## src/rtl/muldiv_pkg.sv

```systemverilog
// muldiv_pkg
//   Shared definitions for the multiply/divide controller:
//   - FSM state encoding
//   - mul_con / div_con operation encodings
//   - small arithmetic helpers used for the signed divide fix-up
package muldiv_pkg;

  typedef enum logic [2:0] {
    ST_IDLE = 3'd0,
    ST_MUL  = 3'd1,
    ST_DIV  = 3'd2,
    ST_FIX  = 3'd3,
    ST_DONE = 3'd4
  } state_t;

  localparam logic [1:0] MUL_SIGNED   = 2'b01;
  localparam logic [1:0] MUL_UNSIGNED = 2'b10;
  localparam logic [1:0] DIV_SIGNED   = 2'b01;
  localparam logic [1:0] DIV_UNSIGNED = 2'b10;

  // Number of restoring iterations (one quotient bit each).
  localparam int DIV_STEPS = 32;

  // Two's-complement magnitude; 0x8000_0000 maps to itself, which is the
  // correct unsigned magnitude.
  function automatic logic [31:0] abs32(input logic [31:0] v);
    return v[31] ? (32'd0 - v) : v;
  endfunction

  function automatic logic [31:0] cond_neg(input logic [31:0] v, input logic neg);
    return neg ? (32'd0 - v) : v;
  endfunction

endpackage

```

## src/rtl/muldiv_ctrl_div_iter.sv

```systemverilog
// div_iter
//   Unsigned 32/32 restoring divider, one quotient bit per cycle.
//   A 64-bit shift register holds {remainder, dividend/quotient}; each step
//   shifts one dividend bit into the partial remainder, compares it against
//   the divisor (33-bit) and subtracts when it fits.
// Ports
//   clk, reset          clock, asynchronous active-high reset
//   start               load dividend/divisor and begin 32 iterations
//   abort               cancel an in-flight division (wins over start)
//   dividend, divisor   unsigned operands, sampled on start
//   done                high during the cycle whose clock edge performs the
//                       final iteration; quot/rem are final from the next cycle
//   quot, rem           results, held until the next start
module div_iter
  import muldiv_pkg::*;
(
  input  logic        clk,
  input  logic        reset,
  input  logic        start,
  input  logic        abort,
  input  logic [31:0] dividend,
  input  logic [31:0] divisor,
  output logic        done,
  output logic [31:0] quot,
  output logic [31:0] rem
);

  localparam logic [4:0] LAST_STEP = 5'(DIV_STEPS - 1);

  logic [63:0] rq_q, rq_d;
  logic [31:0] dvs_q, dvs_d;
  logic [4:0]  cnt_q, cnt_d;
  logic        run_q, run_d;

  logic [32:0] rem_shift;
  logic        qbit;
  logic [31:0] rem_next;

  always_comb begin
    // Partial remainder with the next dividend bit shifted in.
    rem_shift = rq_q[63:31];
    qbit      = (rem_shift >= {1'b0, dvs_q});
    // When the divisor fits, the true difference is below 2^32, so a
    // 32-bit subtract is exact. Divisor 0 always fits: quotient all ones,
    // remainder equals the dividend.
    rem_next  = qbit ? (rem_shift[31:0] - dvs_q) : rem_shift[31:0];

    rq_d  = rq_q;
    dvs_d = dvs_q;
    cnt_d = cnt_q;
    run_d = run_q;

    if (abort) begin
      run_d = 1'b0;
    end else if (start) begin
      rq_d  = {32'd0, dividend};
      dvs_d = divisor;
      cnt_d = 5'd0;
      run_d = 1'b1;
    end else if (run_q) begin
      rq_d  = {rem_next, rq_q[30:0], qbit};
      cnt_d = cnt_q + 5'd1;
      if (cnt_q == LAST_STEP) begin
        run_d = 1'b0;
      end
    end
  end

  always_ff @(posedge clk or posedge reset) begin
    if (reset) begin
      rq_q  <= '0;
      dvs_q <= '0;
      cnt_q <= '0;
      run_q <= 1'b0;
    end else begin
      rq_q  <= rq_d;
      dvs_q <= dvs_d;
      cnt_q <= cnt_d;
      run_q <= run_d;
    end
  end

  assign done = run_q & (cnt_q == LAST_STEP) & ~abort;
  assign quot = rq_q[31:0];
  assign rem  = rq_q[63:32];

endmodule

```

## src/rtl/muldiv_ctrl.sv

```systemverilog
// muldiv_ctrl
//   Sequences the multi-cycle multiply/divide unit behind EX and owns the
//   architectural HI/LO pair. Multiply uses '*' over MUL_CYCLES cycles so the
//   tools can retime the multiplier; divide is delegated to div_iter with a
//   sign fix-up cycle afterwards.
// Parameters
//   MUL_CYCLES  cycles spent in MUL (>=1)
//   CNT_W       iteration counter width
// Ports
//   clk, reset      clock, asynchronous active-high reset (clears HI/LO)
//   mul_con         01 mult, 10 multu, else none
//   div_con         01 div, 10 divu, else none (mul wins if both valid)
//   src_a, src_b    rs / rt operands
//   hilo_we         {hi_we, lo_we} for mthi/mtlo, hilo_wdata is the data
//   mf_req          mfhi/mflo in EX needs HI/LO this cycle
//   flush           cancels any in-flight operation
//   md_stall        combinational pipeline hold
//   md_busy         registered; FSM is in MUL, DIV or FIX
//   hi, lo          architectural HI/LO
module muldiv_ctrl
  import muldiv_pkg::*;
#(
  parameter int MUL_CYCLES = 2,
  parameter int CNT_W      = 6
) (
  input  logic        clk,
  input  logic        reset,
  input  logic [1:0]  mul_con,
  input  logic [1:0]  div_con,
  input  logic [31:0] src_a,
  input  logic [31:0] src_b,
  input  logic [1:0]  hilo_we,
  input  logic [31:0] hilo_wdata,
  input  logic        mf_req,
  input  logic        flush,
  output logic        md_stall,
  output logic        md_busy,
  output logic [31:0] hi,
  output logic [31:0] lo
);

  localparam logic [CNT_W-1:0] MUL_LAST = CNT_W'(MUL_CYCLES - 1);

  state_t            state_q, state_d;
  logic [CNT_W-1:0]  cnt_q, cnt_d;
  logic [32:0]       mul_a_q, mul_a_d;
  logic [32:0]       mul_b_q, mul_b_d;
  logic              qsign_q, qsign_d;
  logic              rsign_q, rsign_d;
  logic [31:0]       hi_q, hi_d;
  logic [31:0]       lo_q, lo_d;
  logic              busy_q, busy_d;

  logic        mul_valid, div_valid, start, start_mul, start_div;
  logic        div_signed, div_start, div_done;
  logic [31:0] div_dividend, div_divisor, div_quot, div_rem;
  logic [63:0] ext_a, ext_b, product;

  assign mul_valid  = (mul_con == MUL_SIGNED) || (mul_con == MUL_UNSIGNED);
  assign div_valid  = (div_con == DIV_SIGNED) || (div_con == DIV_UNSIGNED);
  assign start      = (mul_valid | div_valid) & ~flush;
  assign start_mul  = start & mul_valid;
  assign start_div  = start & ~mul_valid;
  assign div_signed = (div_con == DIV_SIGNED);

  // The divider sees magnitudes; signs are restored in FIX.
  assign div_dividend = div_signed ? abs32(src_a) : src_a;
  assign div_divisor  = div_signed ? abs32(src_b) : src_b;
  assign div_start    = (state_q == ST_IDLE) & start_div;

  // 33-bit operands (sign or zero extended) widened to 64 bits: the low 64
  // bits of this product are the full 33x33 signed product.
  assign ext_a   = {{31{mul_a_q[32]}}, mul_a_q};
  assign ext_b   = {{31{mul_b_q[32]}}, mul_b_q};
  assign product = ext_a * ext_b;

  div_iter u_div_iter (
    .clk      (clk),
    .reset    (reset),
    .start    (div_start),
    .abort    (flush),
    .dividend (div_dividend),
    .divisor  (div_divisor),
    .done     (div_done),
    .quot     (div_quot),
    .rem      (div_rem)
  );

  always_comb begin
    state_d = state_q;
    cnt_d   = cnt_q;
    mul_a_d = mul_a_q;
    mul_b_d = mul_b_q;
    qsign_d = qsign_q;
    rsign_d = rsign_q;
    hi_d    = hi_q;
    lo_d    = lo_q;

    unique case (state_q)
      ST_IDLE: begin
        // mthi/mtlo lands first; an op accepted this cycle overwrites later.
        if (hilo_we[1]) hi_d = hilo_wdata;
        if (hilo_we[0]) lo_d = hilo_wdata;
        if (start_mul) begin
          mul_a_d = {(mul_con == MUL_SIGNED) & src_a[31], src_a};
          mul_b_d = {(mul_con == MUL_SIGNED) & src_b[31], src_b};
          cnt_d   = MUL_LAST;
          state_d = ST_MUL;
        end else if (start_div) begin
          qsign_d = div_signed & (src_a[31] ^ src_b[31]);
          rsign_d = div_signed & src_a[31];
          state_d = ST_DIV;
        end
      end
      ST_MUL: begin
        if (cnt_q == '0) begin
          hi_d    = product[63:32];
          lo_d    = product[31:0];
          state_d = ST_DONE;
        end else begin
          cnt_d = cnt_q - CNT_W'(1);
        end
      end
      ST_DIV: begin
        if (div_done) state_d = ST_FIX;
      end
      ST_FIX: begin
        lo_d    = cond_neg(div_quot, qsign_q);
        hi_d    = cond_neg(div_rem, rsign_q);
        state_d = ST_DONE;
      end
      ST_DONE: begin
        // EX still holds the finished instruction, so mul_con/div_con are
        // not looked at here. A write held off while busy lands now.
        if (hilo_we[1]) hi_d = hilo_wdata;
        if (hilo_we[0]) lo_d = hilo_wdata;
        state_d = ST_IDLE;
      end
      default: state_d = ST_IDLE;
    endcase

    // Flush beats everything: no HI/LO update, back to IDLE.
    if (flush) begin
      state_d = ST_IDLE;
      hi_d    = hi_q;
      lo_d    = lo_q;
    end

    busy_d = (state_d == ST_MUL) || (state_d == ST_DIV) || (state_d == ST_FIX);
  end

  always_ff @(posedge clk or posedge reset) begin
    if (reset) begin
      state_q <= ST_IDLE;
      cnt_q   <= '0;
      mul_a_q <= '0;
      mul_b_q <= '0;
      qsign_q <= 1'b0;
      rsign_q <= 1'b0;
      hi_q    <= '0;
      lo_q    <= '0;
      busy_q  <= 1'b0;
    end else begin
      state_q <= state_d;
      cnt_q   <= cnt_d;
      mul_a_q <= mul_a_d;
      mul_b_q <= mul_b_d;
      qsign_q <= qsign_d;
      rsign_q <= rsign_d;
      hi_q    <= hi_d;
      lo_q    <= lo_d;
      busy_q  <= busy_d;
    end
  end

  // Held low during reset even if EX presents a valid op.
  assign md_stall = ~reset & (((state_q == ST_IDLE) & start) |
                              (state_q == ST_MUL) | (state_q == ST_DIV) |
                              (state_q == ST_FIX) |
                              (busy_q & (mf_req | (|hilo_we))));
  assign md_busy  = busy_q;
  assign hi       = hi_q;
  assign lo       = lo_q;

endmodule

```

## config.mk

```make
export PLATFORM = sky130hd
export DESIGN_NAME = muldiv_ctrl
export DESIGN_NICKNAME = d
export VERILOG_FILES = /design/src/rtl/muldiv_pkg.sv /design/src/rtl/muldiv_ctrl_div_iter.sv /design/src/rtl/muldiv_ctrl.sv
export SDC_FILE = /design/constraint.sdc
export NUM_CORES = 2
export LEC_CHECK = 0
export BUFFER_PORTS_ARGS = -buffer_cell sky130_fd_sc_hd__buf_4
export CAP_MARGIN = 40
export CORE_MARGIN = 5
export CORE_UTILIZATION = 55
export DETAILED_ROUTE_END_ITERATION = 10
export GPL_TIMING_DRIVEN = 0
export PLACE_DENSITY = 0.72
export RECOVER_POWER = 100
export REMOVE_ABC_BUFFERS = 1
export SETUP_SLACK_MARGIN = 0.5
export SYNTH_ARGS = -nofsm -noshare
export SYNTH_HDL_FRONTEND = slang
export SYNTH_SLANG_ARGS = --single-unit
export TNS_END_PERCENT = 20
```

## constraint.sdc

```tcl
create_clock -name clk -period 25.8 [get_ports clk]
set_input_delay 5.16 -clock clk [delete_from_list [all_inputs] [get_ports clk]]
set_output_delay 5.16 -clock clk [all_outputs]
set_load 0.05 [all_outputs]
```

After elaboration in Yosys (flattened, before gate mapping)
Index checks and enable logic that the tools add are counted.

storage, ports and cells
  latch bits = 0
  memory bits (read-only) = 0
  memories kept = 0
  input bits = 106
  memory bits (writable) = 0
  output and inout port bits = 66
  bits in registers = 244

operators by class
  equal/unequal tests = 17
  divide/modulo/power cells = 0
  order comparisons = 1
  muxes and demuxes = 30
  reductions and logical operators = 18
  add/sub/neg operators = 7
  multiply operators = 1
  shift-type cells = 0
  bitwise logic cells = 24

operators with widths
  cell                                                count
  2-to-1 mux 32 bit                                   11
  case mux 32 bit (3 select lines)                    2
  2-to-1 mux 64 bit                                   2
  subtractor 1 x 32 -> 32 bit (first input constant)  4
  multiplier 33 x 33 -> 64 bit                        1
  greater-or-equal comparator 33 x 32 -> 1 bit        1
  subtractor 32 bit                                   1
  2-to-1 mux 3 bit                                    5
  AND 1 bit                                           13
  == test 3 x 2 -> 1 bit (second input constant)      4
  2-to-1 mux 6 bit                                    2
  case mux 3 bit (4 select lines)                     1
  case mux 6 bit (2 select lines)                     1
  2-to-1 mux 5 bit                                    2
  AND reduction 4 bit                                 2
  == test 3 x 1 -> 1 bit (second input constant)      2
  logical NOT 6 bit                                   1
  inequality test 2 bit (second input constant)       3
  OR 1 bit                                            6
  AND reduction 2 bit                                 3
  AND reduction 3 bit                                 2
  subtractor 6 x 1 -> 6 bit (second input constant)   1
  adder 5 x 1 -> 5 bit (second input constant)        1
  == test 5 bit (second input constant)               1
  12 further kinds                                    26

Longest topological paths before layout
  depth in word-level cells = 12
  depth in mapped cells = 29
  depth with buffers taken out = 27

By module
A second synthesis with hierarchy kept.

second synthesis, totals
  cell total of the unflattened synthesis = 5829
  area total of the unflattened synthesis = 53271.1 µm²

by module, submodules not included
  module       seq. area each (µm²)  cells each  area an instance (µm²)  instances
  muldiv_ctrl  3553.4                5136        47085.2                 1
  div_iter     2552.4                693         6185.9                  1

Least setup slack after synthesis
No wires, ideal clock.

  path kind = input to output
  start point = input mul_con[1]
  end point = output md_stall
  arrival time = 6.473 ns
  data required time = 20.640 ns
  stages on the path = 5
  path slack = 14.167 ns
  cell sequence = inv_1 -> ha_1 -> a21oi_1 -> o21bai_1 -> a21oi_1

on the way
  cells in the longest elaborated chain, start to end = 10

RTL lines
  item                                                     line                source
  start: declaration                                       muldiv_ctrl.sv:28   input logic [1:0] mul_con,
  == test 2 x 1 -> 1 bit or == test 2 bit (tied branches)  muldiv_ctrl.sv:59   assign mul_valid = (mul_con == MUL_SIGNED) || (mul_con == MUL_UNSIGNED);
  logical OR 1 bit (*)                                     muldiv_ctrl.sv:59
  OR 1 bit (*)                                             muldiv_ctrl.sv:61   assign start = (mul_valid | div_valid) & ~flush;
  AND 1 bit (*)                                            muldiv_ctrl.sv:61
  AND 1 bit (*)                                            muldiv_ctrl.sv:177  assign md_stall = ~reset & (((state_q == ST_IDLE) & start) |
  OR 1 bit (*)                                             muldiv_ctrl.sv:177
  OR 1 bit (*) (2 in a row)                                muldiv_ctrl.sv:178  (state_q == ST_MUL) | (state_q == ST_DIV) |
  OR 1 bit (*)                                             muldiv_ctrl.sv:179  (state_q == ST_FIX) |
  AND 1 bit (*)                                            muldiv_ctrl.sv:177
  end: declaration                                         muldiv_ctrl.sv:36   output logic md_stall,

Every way passes the cells marked *; elsewhere a longest branch is shown, timed or not.

==> metrics <==
min Tclk post-route=roughly 16 ns; maximum single-stage delay on the critical path=~4.6 ns; setup ws final=between 9 and 10 ns; first-pass GRT wire length=between 200 and 250 mm; # H-tree levels=1; max_slew headroom=-3.30; 1st-pass router iterations=6; post-CTS resize count=0; max cap viols=9; status=finished, violations left; kind of cell adding the most delay to the critical path=buffers and inverters; CP bufs+invs=4; Final Net Count=around 7.2k; setup repair after global routing missed its margin=no; number of distinct standard cells referenced by the synthesized netlist=a little under 80; via density per instance=between 5 and 6; yosys warns=0; simple-gate area share of the yosys netlist=0.158; full die area=between 100,000 and 150,000 µm²; Crit Path Category=in2async; Finished Layout Cells=slightly above 7k; share of layout cells above drive strength 1=0.0547; clock sink count=approximately 240; First DRT Iteration DRCs=between 3k and 4k; starting density of the core=0.554; worst clock skew on the final layout=a little under 0.02 ns; Adder-Cell Fraction of Synth Area=0.488; overall die width=roughly 320 µm; startpoint of the most critical setup path=reset; cell count of the worst reg-to-reg path=27; Final Max Tran Viols=between 400 and 500; detail-routed net length per standard cell=21.1 µm; master of the slowest instance on the critical path=sky130_fd_sc_hd__clkbuf_1; number of buffers inserted for hold repair after clock tree synthesis=0; Max Clk Rate=roughly 0.063 GHz; violations in the final reports=capacitance limit, slew limit; largest cells by area after synthesis=sky130_fd_sc_hd__fa_1 43%, sky130_fd_sc_hd__dfrtp_1 12%, sky130_fd_sc_hd__inv_1 8.4%; average size of a mapped cell=approximately 9 µm²; Area Overhead vs Synth=7.44%; clock tree from TritonCTS=yes; total standard cell area after synthesis=between 50,000 and 60,000 µm²; sum of net half-perimeters after detailed placement=~120 mm; FF-to-FF setup slack=14.46 ns; top cells by count, synth=1,174 x sky130_fd_sc_hd__inv_1, 1,126 x sky130_fd_sc_hd__fa_1, 718 x sky130_fd_sc_hd__nand2_1, 545 x sky130_fd_sc_hd__and2_1, 291 x sky130_fd_sc_hd__clkbuf_1; wire length after detailed routing=149 mm; floorplan die height=~320 µm; number of global-route vias before repair=between 40k and 50k; IO buf count=around 170; fraction of the cycle the final worst path needs=0.613; global-route usage over all layers=0.297; fill count=8,282; Stages on worst setup path=4; setup repair bufs after CTS=0; most area-hungry cell type in the Yosys netlist=sky130_fd_sc_hd__fa_1; arrival time reported for the critical path endpoint=approximately 14 ns; CTS Root Buffer Type=sky130_fd_sc_hd__clkbuf_16; number of hold violations in the final report=0; post-synthesis compound-gate area fraction=0.0817; total non-filler cell area in the finished layout=between 50,000 and 60,000 µm²; largest net degree at the start of global routing=between 100 and 150; list of cells traversed by the critical path=clkbuf_1, clkinvlp_2, clkbuf_1, clkbuf_1; sum of negative setup slack=0 ns; clock insertion delay at the later pin of the skew report=between 0.5 and 0.6 ns; Remaining Overflow, GRT=0; Worst Tran Pin Value=about 6.4 ns; placed instance area=approximately 56,000 µm²; share of flip-flops with an asynchronous set or reset=1.00; I/O pin count=approximately 170; Max clock buf depth=3; flip-flop and latch count after synthesis=244; critical path endpoint=mul_b_q[9]; post-place setup slack=roughly 14 ns; post-detailed-route count of antenna-violating nets=0; kind of end point of the critical path=asynchronous set/reset pin; classification of the worst-slack hold path=reg2reg; count of final setup violators=0; most used cell, CP=sky130_fd_sc_hd__clkbuf_1; Synth Flop Type=sky130_fd_sc_hd__dfrtp_1; WP data required=about 24 ns; initial antenna violation count=14; total vias in the final route=40.2k; mux share of post-synthesis cell area=0.0159; std cell rows=113; Std-Cell Core Area=roughly 95,000 µm²; fraction of synthesized cell area in xor and xnor cells=0.0355; most frequently used cell type in the post-synthesis netlist=sky130_fd_sc_hd__inv_1; worst reg2reg startpoint=mul_b_q[6]; Post-synth EDFFs=0; Post-Place Cells=6,992; startpoint class of the critical path=input port; TritonCTS Buffers=26; largest driver fanout on the critical path=roughly 120; Routability Congestion=0.968; Reg-to-Reg End=hi[27]; clock-pin transition on the worst setup and hold timing paths=approximately 0.06 ns; largest family of logic cells by synthesized area=adder cells; Remaining DRCs=0; share of Yosys cell area claimed by the top area cell type=0.427; post-synthesis cell count=~5.8k; fraction of the yosys area taken by sequential cells=0.116
## cells by family after synthesis
group           after synthesis
fa+ha+maj                  1381
xor+xnor                    214
mux                          76
flops                       244
compound gates              679
simple gates               1707
buf+inv                    1478
## registers in the layout, summed over array words and instances, names as in the netlist, 3 cells and up
register          flops
u_div_iter.dvs_q     32
u_div_iter.cnt_q      5
mul_a_q              33
state_q               3
hi                   32
cnt_q                 6
u_div_iter.rq_q      64
mul_b_q              33
lo                   32
## layout make-up
type                            instances  area, µm²  area share
Clock buffer                           36        779      0.0138
Timing Repair Buffer                  252       2520      0.0445
Multi-Input combinational cell       4057      41100       0.725
Clock inverter                         12        149     0.00263
Antenna cell                            3       7.51    0.000132
Tap cell                             1265       1580      0.0279
Inverter                             1174       4410      0.0778
Sequential cell                       244       6140       0.108
## worst min-delay path by stage
stage	start	to	slack (ns)	depth (start not counted)
3_5_place_dp	u_div_iter.cnt_q[4]	u_div_iter.cnt_q[4]	0.47	2
4_1_cts	u_div_iter.cnt_q[4]	u_div_iter.cnt_q[4]	0.48	2
3_3_place_gp	u_div_iter.cnt_q[4]	u_div_iter.cnt_q[4]	0.46	2
5_1_grt	hi[14]	hi[14]	0.51	2
6_report	u_div_iter.cnt_q[4]	u_div_iter.cnt_q[4]	0.48	2
2_1_floorplan	u_div_iter.cnt_q[4]	u_div_iter.cnt_q[4]	0.45	2
## worst min-delay path, stage by stage, from the launching register on
cell	delay (ns)
sky130_fd_sc_hd__dfrtp_1	0.35
sky130_fd_sc_hd__nand2_1	0.05
sky130_fd_sc_hd__nand2_1	0.05
## per-stage QoR
step / hold slack, ns / utilization
2_1_floorplan: 0.445 / -
3_3_place_gp: 0.456 / 0.572
3_5_place_dp: 0.467 / 0.592
4_1_cts: 0.481 / 0.601
5_1_grt: 0.515 / 0.596
6_report: 0.480 / 0.596
## routing by layer
metal,share of wire,vias up,global-route usage
met2,0.47,1643,0.485
li1,-,17500,-
met4,0.044,12,0.108
met1,0.39,20700,0.399
met5,0.00046,-,0
met3,0.090,318,0.0615
## cell usage in the layout, fill, tap and decap left out, drive strengths merged, types with 29 or more instances in the layout
| cell type | count |
|---|---|
| a21o | 41 |
| a21oi | 183 |
| a221oi | 34 |
| a22oi | 32 |
| and2 | 545 |
| buf | 158 |
| clkbuf | 130 |
| dfrtp | 244 |
| fa | 1126 |
| ha | 255 |
| inv | 1174 |
| mux2 | 64 |
| nand2 | 718 |
| nand2b | 29 |
| nand3 | 37 |
| nor2 | 219 |
| nor3 | 32 |
| o21ai | 206 |
| o31ai | 41 |
| xnor2 | 113 |
| xor2 | 101 |
Power is not shown: default switching activity piles up to over one toggle a cycle in this logic, so the estimate is an artifact.
